--- src/rtl/uart_tx_arbiter.sv ---
// Round-robin arbiter sharing one UART transmitter between N_REQ
// byte-stream requesters, with optional packet locking and hold timeout.
module uart_tx_arbiter #(
    parameter int N_REQ        = 4,
    parameter bit LOCK_PKT     = 1'b1,
    parameter int HOLD_TIMEOUT = 1024
) (
    input  logic               clk_i,
    input  logic               reset_i,
    input  logic [N_REQ-1:0]   req_valid_i,
    input  logic [8*N_REQ-1:0] req_data_i,
    input  logic [N_REQ-1:0]   req_last_i,
    output logic [N_REQ-1:0]   req_ready_o,
    output logic [N_REQ-1:0]   grant_o,
    output logic               tx_start_o,
    output logic [7:0]         tx_data_o,
    input  logic               tx_rdy_i,
    output logic               busy_o,
    output logic               timeout_o,
    output logic [15:0]        byte_cnt_o
);
    localparam int PW = $clog2(N_REQ);
    localparam int CW = $clog2(HOLD_TIMEOUT) + 1;

    typedef enum logic [2:0] {IDLE, START, WAIT, DONE, HOLD} state_t;

    state_t          state_q, state_d;
    logic [PW-1:0]   rr_ptr_q, rr_ptr_d;
    logic [PW-1:0]   owner_q, owner_d;
    logic            lock_q, lock_d;
    logic [CW-1:0]   hold_cnt_q, hold_cnt_d;
    logic [7:0]      tx_data_q, tx_data_d;
    logic [15:0]     byte_cnt_q, byte_cnt_d;
    logic            timeout_q, timeout_d;

    logic            win_found;
    logic [PW-1:0]   win_idx;
    logic [PW-1:0]   scan_idx;
    logic [N_REQ-1:0] ready;
    logic            xfer;
    logic [PW-1:0]   xfer_idx;
    logic [N_REQ-1:0] grant;

    always_comb begin
        win_found = 1'b0;
        win_idx   = '0;
        scan_idx  = '0;
        for (int i = 1; i <= N_REQ; i++) begin
            scan_idx = PW'((int'(rr_ptr_q) + i) % N_REQ);
            if (!win_found && req_valid_i[scan_idx]) begin
                win_found = 1'b1;
                win_idx   = scan_idx;
            end
        end
    end

    // Ready is masked during reset so every output reads zero at once.
    always_comb begin
        ready = '0;
        unique case (state_q)
            IDLE:    if (win_found && reset_i) ready[win_idx] = 1'b1;
            DONE:    if (lock_q) ready[owner_q] = req_valid_i[owner_q];
            HOLD:    ready[owner_q] = req_valid_i[owner_q];
            default: ready = '0;
        endcase
    end

    assign xfer     = |(ready & req_valid_i);
    assign xfer_idx = (state_q == IDLE) ? win_idx : owner_q;

    always_comb begin
        state_d    = state_q;
        rr_ptr_d   = rr_ptr_q;
        owner_d    = owner_q;
        lock_d     = lock_q;
        hold_cnt_d = hold_cnt_q;
        tx_data_d  = tx_data_q;
        byte_cnt_d = byte_cnt_q;
        timeout_d  = 1'b0;
        if (xfer) begin
            tx_data_d = req_data_i[{xfer_idx, 3'b000} +: 8];
            owner_d   = xfer_idx;
            lock_d    = LOCK_PKT && !req_last_i[xfer_idx];
        end
        unique case (state_q)
            IDLE:  if (xfer) state_d = START;
            START: state_d = WAIT;
            WAIT:  if (tx_rdy_i) state_d = DONE;
            DONE: begin
                byte_cnt_d = byte_cnt_q + 16'd1;
                if (!lock_q) begin
                    rr_ptr_d = owner_q;
                    state_d  = IDLE;
                end else if (xfer) begin
                    state_d = START;
                end else begin
                    hold_cnt_d = '0;
                    state_d    = HOLD;
                end
            end
            HOLD: begin
                if (xfer) begin
                    state_d = START;
                end else if (hold_cnt_q == CW'(HOLD_TIMEOUT - 1)) begin
                    timeout_d  = 1'b1;
                    lock_d     = 1'b0;
                    rr_ptr_d   = owner_q;
                    hold_cnt_d = '0;
                    state_d    = IDLE;
                end else begin
                    hold_cnt_d = hold_cnt_q + 1'b1;
                end
            end
            default: state_d = IDLE;
        endcase
    end

    always_ff @(posedge clk_i or negedge reset_i) begin
        if (!reset_i) begin
            state_q    <= IDLE;
            rr_ptr_q   <= PW'(N_REQ - 1);
            owner_q    <= '0;
            lock_q     <= 1'b0;
            hold_cnt_q <= '0;
            tx_data_q  <= '0;
            byte_cnt_q <= '0;
            timeout_q  <= 1'b0;
        end else begin
            state_q    <= state_d;
            rr_ptr_q   <= rr_ptr_d;
            owner_q    <= owner_d;
            lock_q     <= lock_d;
            hold_cnt_q <= hold_cnt_d;
            tx_data_q  <= tx_data_d;
            byte_cnt_q <= byte_cnt_d;
            timeout_q  <= timeout_d;
        end
    end

    always_comb begin
        grant = '0;
        if (state_q != IDLE) grant[owner_q] = 1'b1;
    end

    assign req_ready_o = ready;
    assign grant_o     = grant;
    assign tx_start_o  = (state_q == START);
    assign tx_data_o   = tx_data_q;
    assign busy_o      = (state_q != IDLE);
    assign timeout_o   = timeout_q;
    assign byte_cnt_o  = byte_cnt_q;
endmodule

--- config.mk ---
export PLATFORM = sky130hd
export DESIGN_NAME = uart_tx_arbiter
export DESIGN_NICKNAME = d
export VERILOG_FILES = /design/src/rtl/uart_tx_arbiter.sv
export SDC_FILE = /design/constraint.sdc
export NUM_CORES = 1
export LEC_CHECK = 0
export ABC_AREA = 1
export ABC_CLOCK_PERIOD_IN_PS = 5800
export BUFFER_PORTS_ARGS = -buffer_cell sky130_fd_sc_hd__buf_2
export CAP_MARGIN = 30
export CORE_AREA = 4 4 83 85
export CTS_CLUSTER_SIZE = 30
export DETAILED_ROUTE_END_ITERATION = 12
export DIE_AREA = 0 0 87 89
export GPL_TIMING_DRIVEN = 0
export PLACE_DENSITY = 0.75
export SYNTH_ARGS = -nofsm -noshare
export SYNTH_HDL_FRONTEND = slang
export SYNTH_SLANG_ARGS = --single-unit
--- constraint.sdc ---
create_clock -name clk_i -period 5.8 [get_ports clk_i]
set_input_delay 0.29 -clock clk_i [delete_from_list [all_inputs] [get_ports clk_i]]
set_output_delay 0.29 -clock clk_i [all_outputs]
set_load 0.05 [all_outputs]
==> reports/qor.yml, run 1 <==
worst_setup_path:
  crit_buf_inv: 3
  rr_worst_depth: 17
  cp_cell_sequence: "nor3_2 > inv_2 > nand2_4 > inv_4 > or3_1 > nand2_2 > buf_2"
  critPathRequiredTime_ns: 5.51
  cpMaxStageDelayCell: "dfrtp_1"
  worstSetupStartpointType: "register"
  path_class: "reg -> out"
  critical_path.max_fanout: 8
  critPathMaxStageDelay_ns: 0.43
  timing.critical_path.arrival_ns: 2.21
  timing.rr.start: "rr_ptr_q[1]"
  end_kind: "primary output"
  r2r_end: "tx_data_o[7]"
  critPathTopFamily: "simple AND/OR/NAND/NOR gates"
  cp.depth: 7
  r2r_setup_slack_ns: 3.42
clocking:
  cts_setup_buffers: 0
  clk_pin_slew_worst_paths_ns: 0.08
  cts.path.max_buffers: 2
  cts_max_level: 2
  cts_tree: "yes"
  clock_sinks: 44
  cts_made_buffers: 5
  clkLatencyLatePin_ns: 0.29
  root_buffer: "clkbuf_8"
logic_synthesis:
  synth_flop_cell: "dfrtp_1"
  synth_area_leaders: "dfrtp_1 35%, nand2_1 14%, inv_1 6.5%, xor2_1 4.7%, nand3_1 4.3%"
  synth_cells: 408
  synth_common_cells: "116 x nand2_1, 52 x inv_1, 42 x dfrtp_1"
  ys_seq_elements: 44
  ys_types: 36
  synth_warnings: 0
  yosys.area.top_type: "dfrtp_1"
  avgSynthCellArea_um2: 7.37
  synth_area_mm2: 0.00301
  ys_seq_area_share_pct: 36.7
  synthesis.nets: 453
  synth.top_cell.area_share_pct: 35.0
  async_reset_ff_share_pct: 100
  synth_edf_count: 0
  synth_most_common_cell: "nand2_1"
timing:
  period_share_pct: 43.1
  slew_headroom_pct: 72.6
  finalSetupViolCount: 0
  maxClockFrequency_mhz: 400
  final_hold_viol_count: 0
  layout_min_cycle_time_ns: 2.50
  tns_ns: 0
  fin_skew_ns: 0.00350
  rsz0062_at_grt: "false"
  worst_slew_pin_slew_ns: 0.408
  drv_slew: 0
pwr:
  p_leak_nw: 1.96
  p_clk_share_pct: 8.7
  ir_drop_mv: 0.391
  p_switching_mw: 1.14
  p_comb_share_pct: 67.5
  seq_power_share_pct: 23.8
  p_sw_share_pct: 55.4
  cellInternalPower_mw: 0.916
  powerDensity_mw_per_mm2: 571
  p_total_mw: 2.05
cells_and_area:
  fin_cells: 571
  finalNetCount: 539
  drive_gt1_share_pct: 28.1
  syn2layout_area_growth_pct: 19.6
  fin_area_mm2: 0.00359
  antenna_cells: 0
routing:
  wl_per_cell_um: 11.7
  ant_nets: 0
  routed_wirelength_um: 6660
  drc: 0
  first_pass_iters: 4
  vias_per_cell: 4.95
  initialDrtViolationCount: 77
  vias: 2824
outcome:
  status: "completed"
grt:
  grt_pass1_wl_um: 11500
  overflow: 0
  track_usage_pct: 18.0
  grt_pass1_vias: 2716
  antenna_found_initial: 0
  grt_max_degree: 34
place:
  gp_congestion: 0.821
  place.port_buffers: 77
  dp_cells: 563
  post_dp_cell_area_mm2: 0.00351
  hpwlAfterDp_um: 5340
floorplan:
  initial_utilization_pct: 48.4
  die_x_um: 87
  core_region_area_mm2: 0.00620
  die_h_um: 89
  rows: 29
  io_pins: 78
  die_area_mm2: 0.00774
job:
  max_cap_viol_count: 0
min_path:
  min_path_type: "in -> reg"
  hp-start: "req_data_i[21]"
  hold-path-endpoint: "tx_data_o[5]"
  min_path_cells: 5
==> power by group through the flow <==
| stage | Sequential [mW] | Combinational (mW) | Clock [mW] |
|---|---|---|---|
| floorplan | 0.625 | 0.962 | 0 |
| global placement | 0.489 | 1.37 | 0 |
| detailed placement | 0.490 | 1.40 | 0 |
| CTS | 0.488 | 1.40 | 0.187 |
| global route | 0.502 | 1.55 | 0.197 |
| finish | 0.488 | 1.38 | 0.179 |
==> state kept, by name, indices dropped and copies added (netlist names) <==
register and count:
tx_data_o 8, hold_cnt_q 11, owner_q 2, lock_q 1
state_q 3, timeout_o 1, byte_cnt_o 16, rr_ptr_q 2
==> routing by layer <==
layer / wire (um) / GRT usage [%] / vias up
met5: 0 / 0 / -
met4: 34 / 2.55 / 0
met3: 308 / 3.50 / 4
met2: 3370 / 31.9 / 61
met1: 2950 / 23.3 / 1295
li1: - / - / 1464
==> layout by cell type, fill, tap and decap left out, types with 7 or more instances in the layout <==
master and n:
dfrtp_1 42, nand2_2 13, nor2_1 31, xor2_1 16
o211ai_1 12, inv_2 7, buf_2 81, nand3_1 26
nand4_1 8, o21ai_0 13, nand2_4 7, inv_1 52
nor3_1 10, a21oi_1 8, nand2_1 116
==> what timing repair did <==
action,CTS,global route
hold buffers,1,0
hold endpoints to repair,9,0
gates resized for setup,0,0
==> through the flow <==
step                hold slack (ns)  worst slack (ns)  util [%]
floorplan                  -0.00559              3.35         -
global placement              0.454              3.46      56.2
detailed placement            0.207              3.41      56.5
CTS                           0.316              3.28      57.9
global route                  0.352              3.09      57.9
finish                        0.323              3.30      57.9
==> worst max-delay path by stage <==
stage	startpoint	endpoint	slack (ns)
after floorplan	rr_ptr_q[1]	hold_cnt_q[10]	3.35
after global placement	rr_ptr_q[1]	tx_data_o[2]	3.46
after detailed placement	rr_ptr_q[1]	tx_data_o[7]	3.41
after CTS	state_q[0]	req_ready_o[3]	3.28
after global routing	rr_ptr_q[1]	req_ready_o[0]	3.09
final	state_q[0]	req_ready_o[3]	3.30
==> logic make-up (layout without fill, tap and decap cells) <==
| kind of cell | Yosys count | count (layout) | share of synthesized area (%) |
|---|---|---|---|
| AO/OA/AOI/OAI | 45 | 45 | 9.41 |
| XOR/XNOR | 21 | 21 | 6.12 |
| adder cells (fa/ha/maj) | 2 | 2 | 0.833 |
| buffers and inverters | 70 | 156 | 10.7 |
| flip-flops | 44 | 44 | 36.7 |
| AND/OR/NAND/NOR | 226 | 226 | 36.3 |
==> worst register-to-register path, stage by stage (launching register included) <==
cell and delay, ns:
dfstp_2 0.52, buf_4 0.16, inv_2 0.08, nand2_1 0.07, nand2_2 0.08, nand2_4 0.09
nand2_4 0.06, nor2_4 0.12, nand3b_1 0.11, nand3_1 0.15, nand2_1 0.09, nand2_2 0.16
buf_2 0.24, nand2_1 0.08, o211ai_1 0.10, nand2_1 0.09, nand2_1 0.06, nand2_1 0.05
==> area by class of cell <==
type / count / area [um^2]
Tap cell: 77 / 96.3
Timing Repair Buffer: 79 / 415
Clock inverter: 1 / 5.00
Fill cell: 581 / 2610
Multi-Input combinational cell: 294 / 1580
Buffer: 10 / 92.6
Clock buffer: 6 / 72.6
Sequential cell: 44 / 1100
Inverter: 60 / 228
No activity file was read; power rests on OpenSTA's default activity.
==> run 2: changes to the inputs <==
Settings changed: ABC_AREA 1 to 0, ABC_CLOCK_PERIOD_IN_PS 5800 to 2400, CORE_AREA 4 4 83 85 to 4 4 77 79, DIE_AREA 0 0 87 89 to 0 0 81 83, PLACE_DENSITY 0.75 to 0.77.
Clock period 5.8 ns to 2.4 ns, I/O delays scaled along.
==> reports/qor.yml, run 2 <==
outcome:
  status: "completed"
timing:
  whs_ns: 0.149
  drv_slew: 0
  slew_headroom_pct: 43.8
  finalSetupViolCount: 0
  maxClockFrequency_mhz: 469
  worst_slew_pin_slew_ns: 0.833
  tns_ns: 0
  final_hold_viol_count: 0
  fin_skew_ns: 0.00855
  layout_min_cycle_time_ns: 2.13
  period_share_pct: 88.8
  rsz0062_at_grt: "false"
cells_and_area:
  syn2layout_area_growth_pct: 23.5
  largest_reg_flops: 16
  final_common_cell: "buf_2"
  nFillCells: 495
  finalNetCount: 382
  multi_input_area_mm2: 0.00137
  drive_gt1_share_pct: 34.5
  antenna_cells: 0
  layout_common_cells: "77 x buf_2, 42 x dfrtp_1, 28 x nand2_1, 16 x mux2i_1, 15 x nor2_1"
  fin_util_pct: 59.7
  seq_area_mm2: 0.00110
worst_setup_path:
  critical_path.max_fanout: 9
  crit_start: "state_q[0]"
  rr_worst_depth: 6
  cp.depth: 6
  path_class: "reg -> out"
  r2r_setup_slack_ns: 0.28
  cp-endpoint: "req_ready_o[0]"
  cp_cell_sequence: "buf_6 > or3b_1 > nand2_4 > nand2_1 > o22ai_1 > buf_2"
  timing.rr.start: "hold_cnt_q[0]"
  cpMaxStageDelayCell: "or3b_1"
  end_kind: "primary output"
  timing.critical_path.arrival_ns: 2.01
  r2r_end: "hold_cnt_q[0]"
  worstSetupStartpointType: "register"
  critPathMaxStageDelay_ns: 0.47
  critPathTopFamily: "simple AND/OR/NAND/NOR gates"
  critPathRequiredTime_ns: 2.28
  crit_buf_inv: 2
clocking:
  cts_tree: "yes"
  cts_max_level: 2
  clk_pin_slew_worst_paths_ns: 0.08
  clkLatencyLatePin_ns: 0.29
  cts_setup_buffers: 0
  cts.path.max_buffers: 2
  root_buffer: "clkbuf_8"
  cts_made_buffers: 5
  clock_sinks: 44
routing:
  met1Wirelength_um: 2590
  dr_wl_met3_um: 333
  vias_per_cell: 5.53
  first_pass_iters: 4
  drc: 0
  routed.top_layer: "met4"
  vias: 2255
  initialDrtViolationCount: 123
  ant_nets: 0
  wl_per_cell_um: 13.8
  wl_met2_um: 2680
  routed_wirelength_um: 5630
logic_synthesis:
  synthAdderAreaFrac_pct: 0.971
  synth.top_cell.area_share_pct: 40.8
  synth_most_common_cell: "dfrtp_1"
  synth_top_family_by_area: "simple AND/OR/NAND/NOR gates"
  ys_seq_elements: 44
  synthSimpleGateAreaFrac_pct: 21.6
  synth_cells: 251
  ys_seq_area_share_pct: 42.8
  yosys.area.top_type: "dfrtp_1"
  synth_edf_count: 0
  synthMuxAreaShare_pct: 9.27
  ys_types: 57
  synth_flop_cell: "dfrtp_1"
  synth-xor-area-share_pct: 6.12
  synth_warnings: 0
  avgSynthCellArea_um2: 10.3
  synthesis.nets: 296
  synth_compound_area_share_pct: 15.2
  async_reset_ff_share_pct: 100
  synth_common_cells: "42 x dfrtp_1, 28 x nand2_1, 16 x mux2i_1"
  synth_area_mm2: 0.00258
  synth_area_leaders: "dfrtp_1 41%, mux2i_1 6.2%, nand2_1 4.1%, xnor2_1 4.1%, o221ai_1 3.1%"
place:
  gp_congestion: 0.896
  hpwlAfterDp_um: 4420
  place.port_buffers: 77
grt:
  grt_pass1_vias: 2213
  grt_max_degree: 32
  overflow: 0
  grt_pass1_wl_um: 10000
  antenna_found_initial: 0
  track_usage_pct: 18.0
floorplan:
  die_h_um: 83
  die_x_um: 81
  initial_utilization_pct: 48.3
  rows: 27
  die_area_mm2: 0.00672
  io_pins: 78
  core_region_area_mm2: 0.00534
pwr:
  p_comb_share_pct: 56.8
  seq_power_share_pct: 29.0
  ir_drop_mv: 1.09
  cellInternalPower_mw: 2.00
  powerDensity_mw_per_mm2: 1170
  p_clk_share_pct: 14.2
  p_sw_share_pct: 46.1
  p_switching_mw: 1.72
  p_leak_nw: 1.53
min_path:
  min_path_cells: 3
  min_path_type: "in -> reg"
job:
  max_cap_viol_count: 0
[run 2: worst min path at each step]
stage / startpoint / to / slack (ns)
floorplan: reset_i / byte_cnt_o[0] / -0.18
global placement: reset_i / hold_cnt_q[7] / 0.35
detailed placement: reset_i / hold_cnt_q[7] / 0.07
CTS: req_data_i[11] / tx_data_o[3] / 0.15
global route: req_data_i[11] / tx_data_o[3] / 0.14
finish: req_data_i[13] / tx_data_o[5] / 0.15
[run 2: power by group through the flow]
stage / clock (mW) / sequential, mW / combinational (mW)
floorplan: 0 / 1.42 / 1.34
global placement: 0 / 1.09 / 2.09
detailed placement: 0 / 1.09 / 2.13
CTS: 0.544 / 1.08 / 2.13
global route: 0.572 / 1.10 / 2.28
finish: 0.527 / 1.08 / 2.11
[run 2: kinds of logic after synthesis]
kind of cell | Yosys count
adders and majority gates | 2
buffers and inverters | 14
and+or+nand+nor | 102
AOI/OAI and AO/OA | 49
muxes | 22
DFF | 44
xor gates and xnor gates | 18
[run 2: worst register-to-register path: cells and delay by family (launching register included)]
kind	cells	cell delay (ns)
flops	1	0.41
simple gates	2	0.36
fa+ha+maj	1	0.25
mux	1	0.07
buf+inv	1	0.13
compound gates	1	0.77
[run 2: per-layer routing]
layer  vias up  GRT usage [%]
met4         0           3.84
met1      1084           25.3
li1       1095              -
met3         4           3.25
met2        72           28.8
met5         -              0
[run 2: through the flow]
stage	worst slack (ns)	area (um^2)	std cells	total power [mW]
after floorplan	0.336	2580	251	2.77
after global placement	0.352	3050	400	3.18
after detailed placement	0.318	3070	401	3.21
after CTS	0.135	3180	408	3.75
after global routing	0.0964	3180	408	3.96
final	0.270	3180	408	3.72
[run 2: final cells by class]
class / count / area share (%)
clock inverter: 1 / 0.943
multi-input combinational: 193 / 43.0
clock buffer: 5 / 2.16
timing repair buffer: 79 / 13.1
inverter: 5 / 0.589
tap: 72 / 2.83
sequential: 44 / 34.7
buffer: 9 / 2.67
[run 2: repair_timing]
item | CTS | global route
hold buffers | 1 | 0
endpoints found under the hold margin | 14 | 0
setup endpoints to repair | 0 | 1
resized for setup | 0 | 1
